<file path="config.mk">
export PLATFORM = sky130hd
export DESIGN_NAME = uart_rx_param
export DESIGN_NICKNAME = d
export VERILOG_FILES = /design/src/rtl/uart_rx_param_pkg.sv /design/src/rtl/uart_rx_param_fifo.sv /design/src/rtl/uart_rx_param.sv
export SDC_FILE = /design/constraint.sdc
export NUM_CORES = 1
export LEC_CHECK = 0
export BUFFER_PORTS_ARGS = -buffer_cell sky130_fd_sc_hd__buf_2
export CAP_MARGIN = 30
export CORE_ASPECT_RATIO = 0.9
export CORE_MARGIN = 3
export CORE_UTILIZATION = 55
export DETAILED_ROUTE_END_ITERATION = 6
export HOLD_SLACK_MARGIN = 0.03
export PLACE_DENSITY_LB_ADDON = 0.25
export SYNTH_ARGS = -nofsm -noshare
export SYNTH_HDL_FRONTEND = slang
export SYNTH_SLANG_ARGS = --single-unit
</file>
<file path="constraint.sdc">
create_clock -name clk -period 2.6 [get_ports clk]
set_input_delay 0 -clock clk [delete_from_list [all_inputs] [get_ports clk]]
set_output_delay 0 -clock clk [all_outputs]
set_load 0.02 [all_outputs]
</file>
<file path="src/rtl/uart_rx_param_pkg.sv">
// Shared frame-format constants, FSM state encoding and a width helper
// for the parametrised UART receiver.
package uart_rx_param_pkg;

  localparam int PAR_NONE = 0;
  localparam int PAR_ODD  = 1;
  localparam int PAR_EVEN = 2;

  typedef enum logic [2:0] {
    ST_IDLE   = 3'd0,
    ST_START  = 3'd1,
    ST_DATA   = 3'd2,
    ST_PARITY = 3'd3,
    ST_STOP   = 3'd4,
    ST_BRK    = 3'd5
  } rx_state_e;

  function automatic int clog2(input int value);
    int r;
    r = 0;
    while ((1 << r) < value) r++;
    return r;
  endfunction

endpackage

</file>
<file path="src/rtl/uart_rx_param_fifo.sv">
// Synchronous receive FIFO with valid/ready read side; a push into a full
// FIFO with no simultaneous pop is dropped and flagged on overrun.
module uart_rx_param_fifo
  import uart_rx_param_pkg::*;
#(
  parameter int WIDTH = 10,
  parameter int DEPTH = 4
) (
  input  logic             clk,
  input  logic             res,
  input  logic             push,
  input  logic [WIDTH-1:0] din,
  output logic [WIDTH-1:0] dout,
  output logic             valid,
  input  logic             ready,
  output logic             overrun
);

  localparam int AW = clog2(DEPTH);

  logic [WIDTH-1:0] mem [DEPTH];
  logic [AW:0]      wr_ptr;
  logic [AW:0]      rd_ptr;
  logic             empty;
  logic             full;
  logic             pop;
  logic             wr_en;

  // Pointers carry one extra wrap bit so full and empty are distinguishable.
  assign empty = (wr_ptr == rd_ptr);
  assign full  = (wr_ptr[AW] != rd_ptr[AW]) &&
                 (wr_ptr[AW-1:0] == rd_ptr[AW-1:0]);
  assign valid = !empty;
  assign pop   = valid && ready;
  assign wr_en = push && (!full || pop);
  assign dout  = mem[rd_ptr[AW-1:0]];

  always_ff @(posedge clk) begin
    if (res) begin
      wr_ptr  <= '0;
      rd_ptr  <= '0;
      overrun <= 1'b0;
      for (int i = 0; i < DEPTH; i++) mem[i] <= '0;
    end else begin
      overrun <= push && full && !pop;
      if (wr_en) begin
        mem[wr_ptr[AW-1:0]] <= din;
        wr_ptr              <= wr_ptr + 1'b1;
      end
      if (pop) rd_ptr <= rd_ptr + 1'b1;
    end
  end

endmodule

</file>
<file path="src/rtl/uart_rx_param.sv">
// Parametrised UART receiver: synchronizer, 3-sample majority voter, frame FSM
// with parity/stop checking, feeding a small receive FIFO.
module uart_rx_param
  import uart_rx_param_pkg::*;
#(
  parameter int OVERSAMPLE = 16,
  parameter int DATA_BITS  = 8,
  parameter int PARITY     = 0,
  parameter int STOP_BITS  = 1,
  parameter int FIFO_DEPTH = 4
) (
  input  logic                 clk,
  input  logic                 res,
  input  logic                 sample_en,
  input  logic                 rx,
  output logic [DATA_BITS-1:0] rx_data,
  output logic                 rx_perr,
  output logic                 rx_ferr,
  output logic                 rx_valid,
  input  logic                 rx_ready,
  output logic                 overrun,
  output logic                 busy
);

  localparam int TW = clog2(OVERSAMPLE);
  localparam int FW = DATA_BITS + 2;

  localparam logic [TW-1:0] TICK_MAX  = TW'(OVERSAMPLE - 1);
  localparam logic [TW-1:0] TICK_PRE  = TW'(OVERSAMPLE - 2);
  localparam logic [TW-1:0] TICK_MID  = TW'(OVERSAMPLE / 2 - 1);
  localparam logic [3:0]    LAST_DATA = 4'(DATA_BITS - 1);
  localparam logic [3:0]    LAST_STOP = 4'(STOP_BITS - 1);

  logic                 rx_meta;
  logic                 rxs;
  rx_state_e            state;
  rx_state_e            state_nxt;
  logic [TW-1:0]        tick;
  logic [TW-1:0]        tick_nxt;
  logic [TW-1:0]        tick_inc;
  logic [3:0]           bit_cnt;
  logic [3:0]           bit_cnt_nxt;
  logic [DATA_BITS-1:0] shreg;
  logic [DATA_BITS-1:0] shreg_nxt;
  logic                 par_acc;
  logic                 par_acc_nxt;
  logic                 perr;
  logic                 perr_nxt;
  logic                 ferr;
  logic                 ferr_nxt;
  logic [1:0]           smp;
  logic [1:0]           smp_nxt;
  logic                 centre;
  logic                 vote;
  logic                 push;
  logic [FW-1:0]        push_word;
  logic [FW-1:0]        head;

  // Tick value this sample_en moves to; tick 0 marks the centre of a bit.
  assign tick_inc = (tick == TICK_MAX) ? '0 : tick + 1'b1;
  assign centre   = (tick_inc == '0);
  assign vote     = (smp[0] & smp[1]) | (smp[0] & rxs) | (smp[1] & rxs);
  assign busy     = (state != ST_IDLE);

  always_ff @(posedge clk) begin
    if (res) begin
      rx_meta <= 1'b1;
      rxs     <= 1'b1;
      state   <= ST_IDLE;
      tick    <= '0;
      bit_cnt <= '0;
      shreg   <= '0;
      par_acc <= 1'b0;
      perr    <= 1'b0;
      ferr    <= 1'b0;
      smp     <= '0;
    end else begin
      rx_meta <= rx;
      rxs     <= rx_meta;
      state   <= state_nxt;
      tick    <= tick_nxt;
      bit_cnt <= bit_cnt_nxt;
      shreg   <= shreg_nxt;
      par_acc <= par_acc_nxt;
      perr    <= perr_nxt;
      ferr    <= ferr_nxt;
      smp     <= smp_nxt;
    end
  end

  always_comb begin
    state_nxt   = state;
    tick_nxt    = tick;
    bit_cnt_nxt = bit_cnt;
    shreg_nxt   = shreg;
    par_acc_nxt = par_acc;
    perr_nxt    = perr;
    ferr_nxt    = ferr;
    smp_nxt     = smp;
    push        = 1'b0;

    if (sample_en) begin
      // The two samples just before each bit centre feed the voter.
      if (tick_inc == TICK_PRE) smp_nxt[0] = rxs;
      if (tick_inc == TICK_MAX) smp_nxt[1] = rxs;

      unique case (state)
        ST_IDLE: begin
          if (!rxs) begin
            state_nxt = ST_START;
            tick_nxt  = '0;
          end
        end

        ST_START: begin
          tick_nxt = tick_inc;
          if (tick_inc == TICK_MID) begin
            if (rxs) begin
              state_nxt = ST_IDLE;
            end else begin
              state_nxt   = ST_DATA;
              tick_nxt    = '0;
              bit_cnt_nxt = '0;
              par_acc_nxt = 1'b0;
              perr_nxt    = 1'b0;
              ferr_nxt    = 1'b0;
            end
          end
        end

        ST_DATA: begin
          tick_nxt = tick_inc;
          if (centre) begin
            shreg_nxt   = {vote, shreg[DATA_BITS-1:1]};
            par_acc_nxt = par_acc ^ vote;
            if (bit_cnt == LAST_DATA) begin
              bit_cnt_nxt = '0;
              state_nxt   = (PARITY != PAR_NONE) ? ST_PARITY : ST_STOP;
            end else begin
              bit_cnt_nxt = bit_cnt + 4'd1;
            end
          end
        end

        ST_PARITY: begin
          tick_nxt = tick_inc;
          if (centre) begin
            // par_acc ^ vote is the parity of all ones in data plus parity bit.
            perr_nxt  = (PARITY == PAR_ODD) ? ~(par_acc ^ vote) : (par_acc ^ vote);
            state_nxt = ST_STOP;
          end
        end

        ST_STOP: begin
          tick_nxt = tick_inc;
          if (centre) begin
            if (!vote) ferr_nxt = 1'b1;
            if (bit_cnt == LAST_STOP) begin
              push        = 1'b1;
              bit_cnt_nxt = '0;
              state_nxt   = vote ? ST_IDLE : ST_BRK;
            end else begin
              bit_cnt_nxt = bit_cnt + 4'd1;
            end
          end
        end

        ST_BRK: begin
          if (rxs) state_nxt = ST_IDLE;
        end

        default: state_nxt = ST_IDLE;
      endcase
    end
  end

  assign push_word = {shreg, perr, ferr_nxt};

  uart_rx_param_fifo #(
    .WIDTH(FW),
    .DEPTH(FIFO_DEPTH)
  ) u_fifo (
    .clk    (clk),
    .res    (res),
    .push   (push),
    .din    (push_word),
    .dout   (head),
    .valid  (rx_valid),
    .ready  (rx_ready),
    .overrun(overrun)
  );

  assign {rx_data, rx_perr, rx_ferr} = head;

endmodule

</file>
==> flow_metrics.env <==
export IMPL_clk_path_buf_depth=2
export IMPL_ys_ff_latch=75
export IMPL_hold_path_class="primary input to flip-flop"
export IMPL_met3_usage_pct=5.71
export IMPL_cts_buffers=9
export IMPL_avgRoutedWirePerCell_um=15.8
export IMPL_antenna_cells=0
export IMPL_max_slew_margin_pct=54.2
export IMPL_start_util_pct=58.2
export IMPL_reg2reg_depth=7
export IMPL_grt_start_max_net_pins=42
export IMPL_timing_worst_setup_path_type="flip-flop to flip-flop"
export IMPL_vias=2473
export IMPL_fin_util_pct=65.4
export IMPL_drt_initial_drc_count=269
export IMPL_cp_max_fo=10
export IMPL_yosysMostFrequentCell="edfxtp_1"
export IMPL_syn_inst=327
export IMPL_fp_dieH_um=83.1
export IMPL_synth_top_area_cell="edfxtp_1"
export IMPL_via_per_inst=5.58
export IMPL_crit_path_start_kind="flip-flop"
export IMPL_drv_cap=0
export IMPL_worstReg2RegEnd="u_fifo.mem[0][4]"
export IMPL_rows=27
export IMPL_worstPathArrival_ps=2440
export IMPL_drc_errors=0
export IMPL_critPathTopFamily="simple AND/OR/NAND/NOR gates"
export IMPL_grt_overflow=0
export IMPL_die_x_um=91.7
export IMPL_globalRouteMet1Util_pct=28.9
export IMPL_cts_sinks=75
export IMPL_finalHoldViolCount=0
export IMPL_setup_violations=0
export IMPL_min_from="sample_en"
export IMPL_synth_edf_count=40
export IMPL_core_area_sq_um=6250
export IMPL_power_density_nw_per_um2=579
export IMPL_maxSlewViolCount=0
export IMPL_syn_avg_cell_area_sq_um=11.1
export IMPL_grt_util_met2_pct=28.2
export IMPL_drt_pass1_iter_count=4
export IMPL_fin_nets=363
export IMPL_top_usage_layer="met1"
export IMPL_whs_ps=125
export IMPL_cp_slowest_cell="dfxtp_1"
export IMPL_tightest_slew_ps=686
export IMPL_cp_endpoint="u_fifo.mem[0][4]"
export IMPL_worstPathCellList="ha_1 > and2_1 > nand3_1 > nor4_4 > inv_2 > nor3_1 > or2_2"
export IMPL_clk_latency_ps=340
export IMPL_dpl_hpwl_um=4910
export IMPL_cts_root_buf="clkbuf_8"
export IMPL_synth_cell_type_count=55
export IMPL_antenna_found_initial=0
export IMPL_drive_gt1_share_pct=24.7
export IMPL_rsz0062_at_grt="false"
export IMPL_synth_warnings=0
export IMPL_fin_crit_sh_pct=93.0
export IMPL_fin_worst_skew_ps=9.12
export IMPL_synth_nets=339
export IMPL_reg2reg_slack_ps=180
export IMPL_critPathRequiredTime_ps=2630
export IMPL_p_leak_nw=1.52
export IMPL_async_flop_share_pct=0
export IMPL_status="finished, final reports clean"
export IMPL_ir_drop_mv=0.444
export IMPL_critPathCaptureType="flip-flop"
export IMPL_grt_pass1_wl_um=11600
export IMPL_fin_crit_ps=2420
export IMPL_syn2layout_area_growth_pct=12.5
export IMPL_crit_buf_inv=1
export IMPL_ys_flop_type="edfxtp_1"
export IMPL_wirelength_um=6980
export IMPL_final_fill_count=484
export IMPL_synth_area_sq_um=3640
export IMPL_cp_startpoint="tick[0]"
export IMPL_ios=18
export IMPL_synthTopCellsByArea="edfxtp_1, dfxtp_1, mux4_2"
export IMPL_fmax_mhz=414
export IMPL_max_stage_delay_ps=490
export IMPL_port_buffer_count=17
export IMPL_synth_top_area_share_pct=33.0
export IMPL_die_area_sq_um=7620
export IMPL_finalSetupTns_ps=0
export IMPL_gp_congestion=0.906
export IMPL_clkTransAtPathRegs_ps=70
export IMPL_ys_top_cells_by_count="edfxtp_1, dfxtp_1, nand2_1"
export IMPL_grt_pass1_vias=2337
export IMPL_cp_num_cells=7
export IMPL_track_usage_pct=19.5
export IMPL_htreeDepth=3
export IMPL_ant_nets=0
export IMPL_reg2reg_from="tick[0]"
export IMPL_yosysSeqAreaShare_pct=52.3
export IMPL_cts_tree="done"
export IMPL_hold_depth=4
==> state kept, by name, summed over array words and instances, names as in the netlist, named ones only <==
register / flops
tick: 4
par_acc: 1
u_fifo.overrun: 1
u_fifo.mem: 40
rx_meta: 1
bit_cnt: 4
shreg: 8
perr: 1
ferr: 1
u_fifo.wr_ptr: 3
state: 3
rxs: 1
smp: 2
u_fifo.rd_ptr: 3
==> worst register-to-register path: stages, from the launching register on <==
cell and delay [ps]:
dfxtp_1 490, ha_1 290, and2_1 200, nand3_1 220
nor4_4 310, inv_2 100, nor3_1 200, or2_2 300
==> worst min-delay path by stage <==
stage | to | slack [ps]
2_1_floorplan | rx_meta | 100
3_3_place_gp | rx_meta | 180
3_5_place_dp | rx_meta | 190
4_1_cts | tick[1] | 100
5_1_grt | tick[1] | 130
6_report | tick[1] | 130
==> kinds of logic (layout without fill, tap and decap cells) <==
family / count (synthesis) / after routing / synth area share (%)
compound gates: 53 / 53 / 9.22
xor+xnor: 8 / 8 / 1.93
fa+ha+maj: 8 / 8 / 2.68
buf+inv: 21 / 50 / 2.41
flops: 75 / 75 / 52.3
mux: 17 / 17 / 8.12
simple gates: 145 / 145 / 23.3
==> stage by stage <==
| step | std cells | total power, mW | setup slack [ps] | instance area, sq um |
|---|---|---|---|---|
| finish | 443 | 2.37 | 183 | 4090 |
| global route | 443 | 2.46 | 25.1 | 4090 |
| CTS | 443 | 2.39 | 184 | 4080 |
| detailed placement | 425 | 1.41 | 199 | 3830 |
| global placement | 425 | 1.41 | 321 | 3830 |
| floorplan | 327 | 1.37 | 406 | 3640 |
==> power breakdown <==
| group | switching [mW] | leakage, nW | internal [mW] |
|---|---|---|---|
| registers | 0.0135 | 0.666 | 1.28 |
| clock network | 0.418 | 0.117 | 0.564 |
| logic | 0.0594 | 0.738 | 0.0358 |
==> layer usage <==
metal	part of all wire [%]	routed length (um)
met1	48	3320
met4	0.89	62
met5	0	0
met2	45	3160
met3	6.3	441
==> timing repair <==
item                       CTS  global route
gates resized for setup      0             2
hold endpoints to repair     6             0
setup endpoints to repair    0            11
setup buffers                0             0
hold buffers                 2             0
==> placed cells by master, fill, tap and decap left out, types with 3 or more instances in the layout <==
cell type  instances
edfxtp_1          40
dfxtp_1           35
nand2_1           25
and2_1            21
nor2_1            21
a21oi_1           21
and2_2            19
buf_2             17
mux4_2            10
nand2b_1          10
nand3_1            9
clkbuf_8           9
o21ai_0            8
buf_4              8
nor3_1             7
mux2i_1            7
ha_1               7
inv_1              6
or2_2              6
xor2_1             5
nor2b_1            4
xnor2_1            3
or3_1              3
a21o_1             3
a211oi_1           3
and3_1             3
==> area by class of cell <==
cell class	count	area, sq um	area share (%)
Tap cell	87	109	2.66
Multi-Input combinational cell	231	1660	40.5
Inverter	7	26.3	0.643
Timing Repair Buffer	27	165	4.04
Clock inverter	4	53.8	1.32
Clock buffer	12	178	4.35
Sequential cell	75	1900	46.5
(Power assumes the default switching activity.)
